$ cat config.mk
export PLATFORM = sky130hd
export DESIGN_NAME = alu_multibyte_seq
export DESIGN_NICKNAME = d
export VERILOG_FILES = /design/src/rtl/alu_multibyte_seq_pkg.sv /design/src/rtl/alu_multibyte_seq_alu.sv /design/src/rtl/alu_multibyte_seq.sv
export SDC_FILE = /design/constraint.sdc
export NUM_CORES = 1
export LEC_CHECK = 0
export CORE_UTILIZATION = 40
export DETAILED_ROUTE_END_ITERATION = 8
export SLEW_MARGIN = 25
export SYNTH_ARGS = -nofsm -noshare
export SYNTH_HDL_FRONTEND = slang
export SYNTH_SLANG_ARGS = --single-unit
$ cat constraint.sdc
create_clock -name clk -period 5.44 [get_ports clk]
set_input_delay 1.088 -clock clk [delete_from_list [all_inputs] [get_ports clk]]
set_output_delay 1.088 -clock clk [all_outputs]
set_load 0.02 [all_outputs]
$ cat src/rtl/alu_multibyte_seq_pkg.sv
// Shared encodings for the multi-byte ALU sequencer: command codes, FSM states,
// 8-bit ALU opsel codes, AVR SREG bit positions and command classification.
// Optional feature macro: ALU_SEQ_CMP_EN (enables SEQ_CMD_CMP as a real command).
package alu_multibyte_seq_pkg;

    // Sequencer command codes
    localparam logic [2:0] SEQ_CMD_ADD = 3'd0;
    localparam logic [2:0] SEQ_CMD_SUB = 3'd1;
    localparam logic [2:0] SEQ_CMD_AND = 3'd2;
    localparam logic [2:0] SEQ_CMD_OR  = 3'd3;
    localparam logic [2:0] SEQ_CMD_EOR = 3'd4;
    localparam logic [2:0] SEQ_CMD_CMP = 3'd5;

    typedef enum logic [1:0] {
        SEQ_STATE_IDLE = 2'd0,
        SEQ_STATE_RUN  = 2'd1,
        SEQ_STATE_DONE = 2'd2
    } seq_state_t;

    // 8-bit ALU operation selects
    localparam logic [2:0] OPSEL_ADD = 3'd0;
    localparam logic [2:0] OPSEL_ADC = 3'd1;
    localparam logic [2:0] OPSEL_SUB = 3'd2;  // subtract with borrow-in from flags_in C
    localparam logic [2:0] OPSEL_AND = 3'd3;
    localparam logic [2:0] OPSEL_OR  = 3'd4;
    localparam logic [2:0] OPSEL_EOR = 3'd5;

    // AVR SREG bit positions
    localparam int FLAGS_C = 0;
    localparam int FLAGS_Z = 1;
    localparam int FLAGS_N = 2;
    localparam int FLAGS_V = 3;
    localparam int FLAGS_S = 4;
    localparam int FLAGS_H = 5;
    localparam int FLAGS_T = 6;
    localparam int FLAGS_I = 7;

    typedef enum logic [1:0] {
        OP_CLASS_ARITH = 2'd0,  // writes data, flags from ALU
        OP_CLASS_LOGIC = 2'd1,  // writes data, C/H pass through
        OP_CLASS_CMP   = 2'd2,  // subtract flags only, data untouched
        OP_CLASS_NONE  = 2'd3   // unknown: zero data, SREG passes through
    } op_class_t;

    function automatic op_class_t classify(input logic [2:0] op);
        op_class_t cls;
        cls = OP_CLASS_NONE;
        case (op)
            SEQ_CMD_ADD, SEQ_CMD_SUB:              cls = OP_CLASS_ARITH;
            SEQ_CMD_AND, SEQ_CMD_OR, SEQ_CMD_EOR:  cls = OP_CLASS_LOGIC;
`ifdef ALU_SEQ_CMP_EN
            SEQ_CMD_CMP:                           cls = OP_CLASS_CMP;
`endif
            default:                               cls = OP_CLASS_NONE;
        endcase
        return cls;
    endfunction

endpackage

$ cat src/rtl/alu_multibyte_seq_alu.sv
// Combinational AVR-style ALU slice. SUB always consumes the incoming C as a
// borrow so the sequencer can chain bytes; logic ops leave C and H untouched.
// With enable low the result is zero and the SREG passes through unchanged.
module alu_multibyte_seq_alu
    import alu_multibyte_seq_pkg::*;
#(
    parameter int DATA_WIDTH = 8
) (
    input  logic                  enable,
    input  logic [2:0]            opsel,
    input  logic [DATA_WIDTH-1:0] a,
    input  logic [DATA_WIDTH-1:0] b,
    input  logic [7:0]            flags_in,
    output logic [DATA_WIDTH-1:0] result,
    output logic [7:0]            flags_out
);
    localparam int MSB = DATA_WIDTH - 1;

    logic                  cin;
    logic [DATA_WIDTH:0]   wide;
    logic [DATA_WIDTH-1:0] res;
    logic [7:0]            flags;
    logic                  v;
    logic                  is_arith;
    logic                  is_logic;

    // Operation decode, result and flag generation
    always_comb begin
        cin      = 1'b0;
        wide     = '0;
        res      = '0;
        flags    = flags_in;
        v        = 1'b0;
        is_arith = 1'b0;
        is_logic = 1'b0;
        if (enable) begin
            case (opsel)
                OPSEL_ADD, OPSEL_ADC: begin
                    cin      = (opsel == OPSEL_ADC) ? flags_in[FLAGS_C] : 1'b0;
                    wide     = {1'b0, a} + {1'b0, b} + {{DATA_WIDTH{1'b0}}, cin};
                    res      = wide[MSB:0];
                    v        = (a[MSB] == b[MSB]) && (res[MSB] != a[MSB]);
                    is_arith = 1'b1;
                end
                OPSEL_SUB: begin
                    cin      = flags_in[FLAGS_C];
                    wide     = {1'b0, a} - {1'b0, b} - {{DATA_WIDTH{1'b0}}, cin};
                    res      = wide[MSB:0];
                    v        = (a[MSB] != b[MSB]) && (res[MSB] != a[MSB]);
                    is_arith = 1'b1;
                end
                OPSEL_AND: begin res = a & b; is_logic = 1'b1; end
                OPSEL_OR:  begin res = a | b; is_logic = 1'b1; end
                OPSEL_EOR: begin res = a ^ b; is_logic = 1'b1; end
                default:   res = '0;
            endcase
            if (is_arith) begin
                flags[FLAGS_C] = wide[DATA_WIDTH];
                // carry/borrow into bit 4 recovered from the sum bits
                flags[FLAGS_H] = a[4] ^ b[4] ^ res[4];
                flags[FLAGS_V] = v;
            end
            if (is_logic) begin
                flags[FLAGS_V] = 1'b0;
            end
            if (is_arith || is_logic) begin
                flags[FLAGS_Z] = (res == '0);
                flags[FLAGS_N] = res[MSB];
                flags[FLAGS_S] = res[MSB] ^ flags[FLAGS_V];
            end
        end
        result    = res;
        flags_out = flags;
    end

endmodule

$ cat src/rtl/alu_multibyte_seq.sv
// Multi-byte ALU sequencer: runs one 8-bit ALU over NUM_BYTES bytes, LSB
// first, chaining carry/borrow and merging per-byte flags into one SREG.
// Optional feature macro: ALU_SEQ_CMP_EN (SEQ_CMD_CMP = SUB flags, data kept).
module alu_multibyte_seq
    import alu_multibyte_seq_pkg::*;
#(
    parameter int NUM_BYTES = 4
) (
    input  logic                   clk,
    input  logic                   rst_n,
    input  logic                   cmd_valid,
    output logic                   cmd_ready,
    input  logic [2:0]             cmd_op,
    input  logic [NUM_BYTES*8-1:0] cmd_a,
    input  logic [NUM_BYTES*8-1:0] cmd_b,
    input  logic [7:0]             flags_in,
    output logic                   res_valid,
    input  logic                   res_ready,
    output logic [NUM_BYTES*8-1:0] res_data,
    output logic [7:0]             res_flags,
    output logic                   busy
);
    localparam int              W        = NUM_BYTES * 8;
    localparam int              IDX_W    = $clog2(NUM_BYTES);
    localparam logic [IDX_W-1:0] LAST_IDX = IDX_W'(NUM_BYTES - 1);

    seq_state_t       state_reg, state_next;
    logic [IDX_W-1:0] idx_reg;
    logic [W-1:0]     a_reg, b_reg;
    logic [W-1:0]     res_data_reg, res_data_next;
    logic [2:0]       op_reg;
    logic [7:0]       flags_reg, res_flags_reg;
    logic             carry_reg;
    logic             zero_reg;

    op_class_t        op_class;
    logic             first_byte, last_byte, run, write_en;
    logic [7:0]       a_bytes [NUM_BYTES];
    logic [7:0]       b_bytes [NUM_BYTES];
    logic [7:0]       byte_a, byte_b, byte_val;
    logic [7:0]       alu_result, alu_flags_in, alu_flags_out, merged_flags;
    logic [2:0]       alu_opsel;

    assign op_class   = classify(op_reg);
    assign first_byte = (idx_reg == '0);
    assign last_byte  = (idx_reg == LAST_IDX);
    assign run        = (state_reg == SEQ_STATE_RUN);
    // compare leaves the previous result in place
    assign write_en   = run && (op_class != OP_CLASS_CMP);
    assign byte_val   = (op_class == OP_CLASS_NONE) ? 8'h00 : alu_result;

    // Byte views of the latched operands and per-byte result update
    for (genvar gi = 0; gi < NUM_BYTES; gi++) begin : g_bytes
        assign a_bytes[gi] = a_reg[gi*8 +: 8];
        assign b_bytes[gi] = b_reg[gi*8 +: 8];
        assign res_data_next[gi*8 +: 8] =
            (write_en && (idx_reg == IDX_W'(gi))) ? byte_val : res_data_reg[gi*8 +: 8];
    end

    assign byte_a = a_bytes[idx_reg];
    assign byte_b = b_bytes[idx_reg];

    // ALU opsel and carry-in selection for the current byte
    always_comb begin
        alu_opsel    = OPSEL_AND;
        alu_flags_in = flags_reg;
        case (op_reg)
            SEQ_CMD_ADD: begin
                alu_opsel               = first_byte ? OPSEL_ADD : OPSEL_ADC;
                alu_flags_in[FLAGS_C]   = carry_reg;
            end
            SEQ_CMD_SUB, SEQ_CMD_CMP: begin
                // byte 0 must not see the caller's C as a borrow
                alu_opsel               = OPSEL_SUB;
                alu_flags_in[FLAGS_C]   = first_byte ? 1'b0 : carry_reg;
            end
            SEQ_CMD_AND: alu_opsel = OPSEL_AND;
            SEQ_CMD_OR:  alu_opsel = OPSEL_OR;
            SEQ_CMD_EOR: alu_opsel = OPSEL_EOR;
            default:     alu_opsel = OPSEL_AND;
        endcase
    end

    alu_multibyte_seq_alu #(
        .DATA_WIDTH (8)
    ) u_alu (
        .enable    (1'b1),
        .opsel     (alu_opsel),
        .a         (byte_a),
        .b         (byte_b),
        .flags_in  (alu_flags_in),
        .result    (alu_result),
        .flags_out (alu_flags_out)
    );

    // Final SREG: last byte's flags with Z accumulated over all bytes
    always_comb begin
        merged_flags = alu_flags_out;
        merged_flags[FLAGS_Z] = zero_reg & alu_flags_out[FLAGS_Z];
        if (op_class == OP_CLASS_NONE) begin
            merged_flags = flags_reg;
        end
    end

    // State register
    always_ff @(posedge clk) begin
        if (!rst_n) state_reg <= SEQ_STATE_IDLE;
        else        state_reg <= state_next;
    end

    // Next-state and handshake outputs
    always_comb begin
        state_next = state_reg;
        cmd_ready  = 1'b0;
        res_valid  = 1'b0;
        busy       = 1'b0;
        case (state_reg)
            SEQ_STATE_IDLE: begin
                cmd_ready = 1'b1;
                if (cmd_valid) state_next = SEQ_STATE_RUN;
            end
            SEQ_STATE_RUN: begin
                busy = 1'b1;
                if (last_byte) state_next = SEQ_STATE_DONE;
            end
            SEQ_STATE_DONE: begin
                busy      = 1'b1;
                res_valid = 1'b1;
                if (res_ready) state_next = SEQ_STATE_IDLE;
            end
            default: state_next = SEQ_STATE_IDLE;
        endcase
    end

    // Command latch, byte counter, carry/zero chain and result registers
    always_ff @(posedge clk) begin
        if (!rst_n) begin
            idx_reg       <= '0;
            a_reg         <= '0;
            b_reg         <= '0;
            op_reg        <= '0;
            flags_reg     <= '0;
            carry_reg     <= 1'b0;
            zero_reg      <= 1'b1;
            res_data_reg  <= '0;
            res_flags_reg <= '0;
        end else begin
            res_data_reg <= res_data_next;
            if (state_reg == SEQ_STATE_IDLE && cmd_valid) begin
                a_reg     <= cmd_a;
                b_reg     <= cmd_b;
                op_reg    <= cmd_op;
                flags_reg <= flags_in;
                idx_reg   <= '0;
                carry_reg <= 1'b0;
                zero_reg  <= 1'b1;
            end else if (run) begin
                carry_reg <= alu_flags_out[FLAGS_C];
                zero_reg  <= zero_reg & alu_flags_out[FLAGS_Z];
                if (last_byte) res_flags_reg <= merged_flags;
                else           idx_reg       <= idx_reg + IDX_W'(1);
            end
        end
    end

    assign res_data  = res_data_reg;
    assign res_flags = res_flags_reg;

endmodule

======== After elaboration in Yosys (flattened, before gate mapping) ========
Cells that the tools add are included.
storage, ports and cells
  output and inout port bits .............. 43
  logic and storage cells ................. 111
  register bits ........................... 121
  input port bits ......................... 79
cells by class
  equality and inequality tests ........... 24
  muxes and demuxes ....................... 32
  add/sub/neg operators ................... 5
  bitwise operators ....................... 11
  order comparisons ....................... 1
  reduce and logical (&&, ||, !) cells .... 25
operators by type and width
  operator            count
  $mux 8              5
  $pmux 8 s5          1
  $bmux 8 s2          2
  $pmux 9 s2          1
  $mux 1              13
  $eq 3x2->1 const B  4
  $eq 3x3->1 const B  4
  $pmux 3 s4          1
  $reduce_or 2->1     5
  $add 8x8->9         1
  $add 9x1->9         1
  $reduce_or 3->1     3
  $sub 8x8->9         1
  $sub 9x1->9         1
  $and 8x8->8         1
  $eq 2x2->1 const B  4
  $logic_and 1x1->1   8
  $logic_not 8->1     1
  $mux 2              4
  $ne 2x2->1 const B  4
  $or 8x8->8          1
  $xor 8x8->8         1
  $eq 3x1->1 const B  2
  $logic_not 3->1     2
  other kinds (17)    27

======== Longest topological paths before layout ========
  depth after elaboration ................. 14
  mapped depth ............................ 18

======== Hierarchy ========
From an unflattened synthesis, not the netlist that was laid out.
second synthesis, totals
  cells, all modules ...................... 808
  area, all modules ....................... 6666.4 um2
by module, submodules not included
  module                 sequential area each (um2)  area an instance (um2)  cells each  times used
  alu_multibyte_seq      2422.3                      5068.6                  592         1
  alu_multibyte_seq_alu  0.0                         1597.8                  216         1

======== Worst setup path after synthesis ========
Ideal clock, no wire load.
  kind .................................... register to register
  start ................................... register idx_reg[0]
  end ..................................... register res_flags_reg[4], in the netlist res_flags[4]
  data required time ...................... 5.366 ns
  stages on the path, launching flop included .. 15
  arrival ................................. 3.990 ns
  clock period less this slack ............ 4.064 ns
  library setup time ...................... 0.074 ns
  slack ................................... 1.376 ns
  path through ............................ dfxtp_1 > buf_2 > buf_1 > mux4_2 > inv_1 > ha_1 > ha_1 > a21oi_1 > o21ai_0 > a221oi_1 > nand3_1 > or3b_1 > buf_2 > a31o_1 > a31oi_1
between the ends
  word-level cells in the longest chain between the ends .. 14
  elaborated cells between the ends (all ways) .. 47
  those cells by class .................... add/sub: 4; eq/ne: 10; mux: 19; bitwise: 5; reduce/logical: 9
RTL lines
  element                                                                    line                                                                       text
  start: declaration                                                         alu_multibyte_seq.sv:28                                                    logic [IDX_W-1:0] idx_reg;
  start signal: assignment                                                   alu_multibyte_seq.sv:161                                                   else idx_reg <= idx_reg + IDX_W'(1);
  $not 2->3 (not written as such) / $logic_not 2->1 (equally long branches)  alu_multibyte_seq.sv:60, alu_multibyte_seq.sv:61, alu_multibyte_seq.sv:45
  $bmux 8 s2 (tied with other cells)                                         alu_multibyte_seq.sv:60                                                    assign byte_a = a_bytes[idx_reg];
  $mux 8 (not written as such) (tied with other cells) (2 in a row)          alu_multibyte_seq.sv:60
  $sub 8x8->9 (tied with other cells)                                        alu_multibyte_seq_alu.sv:47                                                wide = {1'b0, a} - {1'b0, b} - {{DATA_WIDTH{1'b0}}, cin};
  $sub 9x1->9 / $add 9x1->9 (equally long branches)                          alu_multibyte_seq_alu.sv:47, alu_multibyte_seq_alu.sv:40
  $ne 1x1->1 (on tied branches)                                              alu_multibyte_seq_alu.sv:49, alu_multibyte_seq_alu.sv:42
  $logic_and 1x1->1 (on tied branches)                                       alu_multibyte_seq_alu.sv:49, alu_multibyte_seq_alu.sv:42
  $pmux 1 s2                                                                 alu_multibyte_seq_alu.sv:37                                                case (opsel)
  $mux 1                                                                     alu_multibyte_seq_alu.sv:57                                                if (is_arith) begin
  $mux 1                                                                     alu_multibyte_seq_alu.sv:63                                                if (is_logic) begin
  $xor 1x1->1                                                                alu_multibyte_seq_alu.sv:69                                                flags[FLAGS_S] = res[MSB] ^ flags[FLAGS_V];
  $mux 1                                                                     alu_multibyte_seq_alu.sv:66                                                if (is_arith || is_logic) begin
  $mux 6                                                                     alu_multibyte_seq.sv:100                                                   if (op_class == OP_CLASS_NONE) begin
  end signal: assignment                                                     alu_multibyte_seq.sv:160                                                   if (last_byte) res_flags_reg <= merged_flags;
  end: declaration                                                           alu_multibyte_seq.sv:32                                                    logic [7:0] flags_reg, res_flags_reg;
Several ways; a longest one is shown, not always the timed one. The select of a mux whose other input is x is not followed.
A chain may end at the register's enable or synchronous reset.

======== Worst setup path after layout ========
  start ................................... register op_reg[2]
  end ..................................... register res_flags_reg[1], in the netlist res_flags[1]
between the ends
  word-level cells in the longest chain between the ends .. 11
  elaborated cells between the ends (all ways) .. 33
  those cells by class .................... add/sub: 2; eq/ne: 11; mux: 9; bitwise: 1; reduce/logical: 10
RTL lines
  element                                          line                                                      text
  start: declaration                               alu_multibyte_seq.sv:31                                   logic [2:0] op_reg;
  start signal: assignment                         alu_multibyte_seq.sv:152                                  op_reg <= cmd_op;
  $eq 3x1->1 / $eq 3x3->1 (equally long branches)  alu_multibyte_seq_pkg.sv:48, alu_multibyte_seq.sv:67
  $reduce_or 2->1                                  alu_multibyte_seq.sv:67                                   case (op_reg)
  $pmux 3 s4                                       alu_multibyte_seq.sv:67
  $eq 3x1->1                                       alu_multibyte_seq_alu.sv:37, alu_multibyte_seq_alu.sv:39
  $mux 1                                           alu_multibyte_seq_alu.sv:39                               cin = (opsel == OPSEL_ADC) ? flags_in[FLAGS_C] : 1'b0;
  $add 9x1->9                                      alu_multibyte_seq_alu.sv:40                               wide = {1'b0, a} + {1'b0, b} + {{DATA_WIDTH{1'b0}}, cin};
  $pmux 8 s5                                       alu_multibyte_seq_alu.sv:37
  $logic_not 8->1                                  alu_multibyte_seq_alu.sv:67                               flags[FLAGS_Z] = (res == '0);
  $mux 2                                           alu_multibyte_seq_alu.sv:66
  $and 1x1->1                                      alu_multibyte_seq.sv:99                                   merged_flags[FLAGS_Z] = zero_reg & alu_flags_out[FLAGS_Z];
  $mux 6 (*)                                       alu_multibyte_seq.sv:100
Every way passes the cells marked *; elsewhere a longest branch is shown, timed or not.

==> summary.txt <==
via count - 5940
Layout area overhead - 29.9%
Vias/cell - 5.27
final setup fails - 0
sequential cell area - 0.00242 mm^2
maximum number of pins on one net before global-route repair - 114
htree depth - 4
grt ovf - 0
layout net count - 1022
Synth Register Bits - 121
crit-path max cell delay - 0.99 ns
Hold Violations, Final - 0
Fill cells - 1475
Slew Limit Fails - 0
clk slew on worst S/H paths - 0.06 ns
Worst Setup End Kind - register
Clock Latency Late Sink - 0.42 ns
Pwr Density - 331 mW/mm^2
Slew headroom - 0.320
WP buf/inv - 1
count of cell types in the netlist - 54
Max Clk Rate - 0.231 GHz
synth top area cells - dfxtp_1, nand2_1, a21oi_1
CTS resizes - 0
remaining antenna violation count after routing - 0
post-synthesis cell count - 807
CTS Buffer Depth - 2
Placed Cells - 1095
sequential share of the synthesized area - 0.379
CP cell instances - a22oi_1 -> o21ai_0 -> nand2_1 -> fa_1 -> inv_1 -> fa_1 -> nand3_1 -> a21boi_0 -> mux2i_1 -> nand4_1 -> and4bb_2 -> nand4b_1 -> a21oi_1
hold_buf cts - 0
reg-to-reg startpoint - op_reg[2]
area taken by multi-input logic gates - 0.00363 mm^2
area fraction of the dominant cell type after synthesis - 0.379
TritonCTS clock tree - built
Worst R2R Path Depth - 13
clk sink count - 121
Hold Crit Start - b_reg[26]
Synth async-reset ratio - 0
Net Count, Synth - 926
Worst Hold Class - reg -> reg
Main synth FF type - dfxtp_1
Layout Skew - 0.00685 ns
first-pass GRT wire length - 29400 um
final instance area - 0.00830 mm^2
dpl cell area - 0.00774 mm^2
Synth area leader - dfxtp_1
RSZ-0062 raised after global routing - false
layout cells sized above 1 - 0.0753
final core utilization - 0.540
Final min period - 4.33 ns
initial antenna violation count - 0
Leak Pwr - 3.07 nW
die width - 128 um
CP startpoint - op_reg[2]
peak supply drop - 0.000245 V
Setup Buffers After CTS - 0
WP depth - 13
DR WL/cell - 16.5 um
Crit Path Class - reg -> reg
Worst Setup Start Kind - register
drt first pass iters - 5
status - finished, final reports clean
Root Buffer - clkbuf_16
hold_ws - 0.451 ns
Tot GR Track Use - 0.234
Final GP Congestion - 0.819
WL final - 18600 um
die area - 0.0165 mm^2
Max Cap Violations - 0
most frequent CP cell - fa_1
# IOs - 122
Ys Warns - 0
setup TNS - 0 ns
Final HPWL DP - 13600 um
Residual DRC - 0
n_diodes - 0
CP top delay family - compound AO/OA/AOI/OAI gates
reg2reg setup slack - 1.11 ns
Arrival @ worst endpoint - 4.68 ns
CP max stage cell - dfxtp_1
vias in the first global route - 5568
cell area after synthesis - 0.00639 mm^2
crit path to - res_flags[1]
std cell rows - 45
CTS buffer count - 17
Tcrit/Tclk final - 0.796
DRT iter0 DRCs - 405
CP max FO - 28
Initial Util - 0.416
Worst-Margin Slew - 1.02 ns
Required @ worst endpoint - 5.79 ns
area of the core - 0.0154 mm^2
Mean Syn Cell Area - 7.92 um^2
number of synthesized flops with an enable pin - 0
reg2reg end - res_flags[1]
Port Buffers - 121
Finished Layout Cells - 1127
Die Span Y - 128 um
==> cell usage after synthesis, types with 5 or more instances <==
cell,number
mux2i_1,7
a211oi_1,13
nand2b_1,8
buf_1,9
nor2_1,39
nand2_1,213
mux4_2,17
nand3_1,18
xnor2_1,8
a21oi_1,127
or3_1,5
and2_1,8
inv_1,36
ha_1,36
o21ai_0,23
dfxtp_1,121
clkbuf_1,40
==> cells by family after synthesis <==
logic type               synth area share
AO/OA/AOI/OAI                       0.180
XOR/XNOR                           0.0137
flip-flops                          0.379
buffers and inverters              0.0537
adder cells (fa/ha/maj)            0.0830
multiplexers                       0.0762
AND/OR/NAND/NOR                     0.214
==> worst min-delay path by stage <==
stage | end | cells after the start | slack, ns
after CTS | b_reg[26] | 2 | 0.45
after detailed placement | b_reg[26] | 2 | 0.45
after global routing | b_reg[26] | 2 | 0.47
after global placement | a_reg[5] | 2 | 0.44
after floorplan | res_flags[6] | 2 | 0.43
final | b_reg[26] | 2 | 0.45
==> per-layer routing <==
metal / vias to the layer above / routed length (um) / track usage
met5: - / 0 / 0
met4: 0 / 393 / 0.0768
met3: 31 / 950 / 0.0532
met2: 180 / 8500 / 0.369
met1: 2790 / 8750 / 0.317
li1: 2939 / - / -
==> worst reg2reg max path: cells and delay by family, from the launching register on <==
kind / cells / cell delay, ns
flip-flops: 1 / 0.99
buffers and inverters: 1 / 0.09
multiplexers: 1 / 0.29
adder cells (fa/ha/maj): 2 / 0.60
AND/OR/NAND/NOR: 5 / 1.09
AO/OA/AOI/OAI: 4 / 1.21
==> area by class of cell <==
class,count,share of cell area
Multi-Input combinational cell,596,0.437
Sequential cell,121,0.292
Timing Repair Buffer,130,0.155
Clock buffer,19,0.0534
Tap cell,211,0.0318
Inverter,37,0.0169
Clock inverter,13,0.0145
==> power by group <==
group | switching (mW) | internal [mW]
Clock | 0.437 | 0.642
Combinational | 0.398 | 0.289
Sequential | 0.0417 | 0.943
==> per-stage QoR <==
step / total power, mW / setup slack (ns)
4_1_cts: 2.76 / 1.17
6_report: 2.75 / 1.11
2_1_floorplan: 1.46 / 1.38
3_5_place_dp: 1.69 / 1.20
3_3_place_gp: 1.68 / 1.22
5_1_grt: 2.89 / 0.793
==> cell usage in the layout, fill, tap and decap left out, types with 5 or more instances in the layout <==
cell type / synthesis / final
nand2_1: 213 / 212
a21oi_1: 127 / 127
dfxtp_1: 121 / 121
clkdlybuf4s50_1: 0 / 121
nor2_1: 39 / 39
inv_1: 36 / 36
ha_1: 36 / 36
o21ai_0: 23 / 23
nand3_1: 18 / 18
mux4_2: 17 / 17
clkbuf_16: 0 / 17
a211oi_1: 13 / 13
xnor2_1: 8 / 8
nand2b_1: 8 / 8
buf_4: 0 / 8
mux2i_1: 7 / 7
and2_1: 8 / 7
or3_1: 5 / 5
clkinvlp_4: 0 / 5
(Power assumes the default switching activity.)
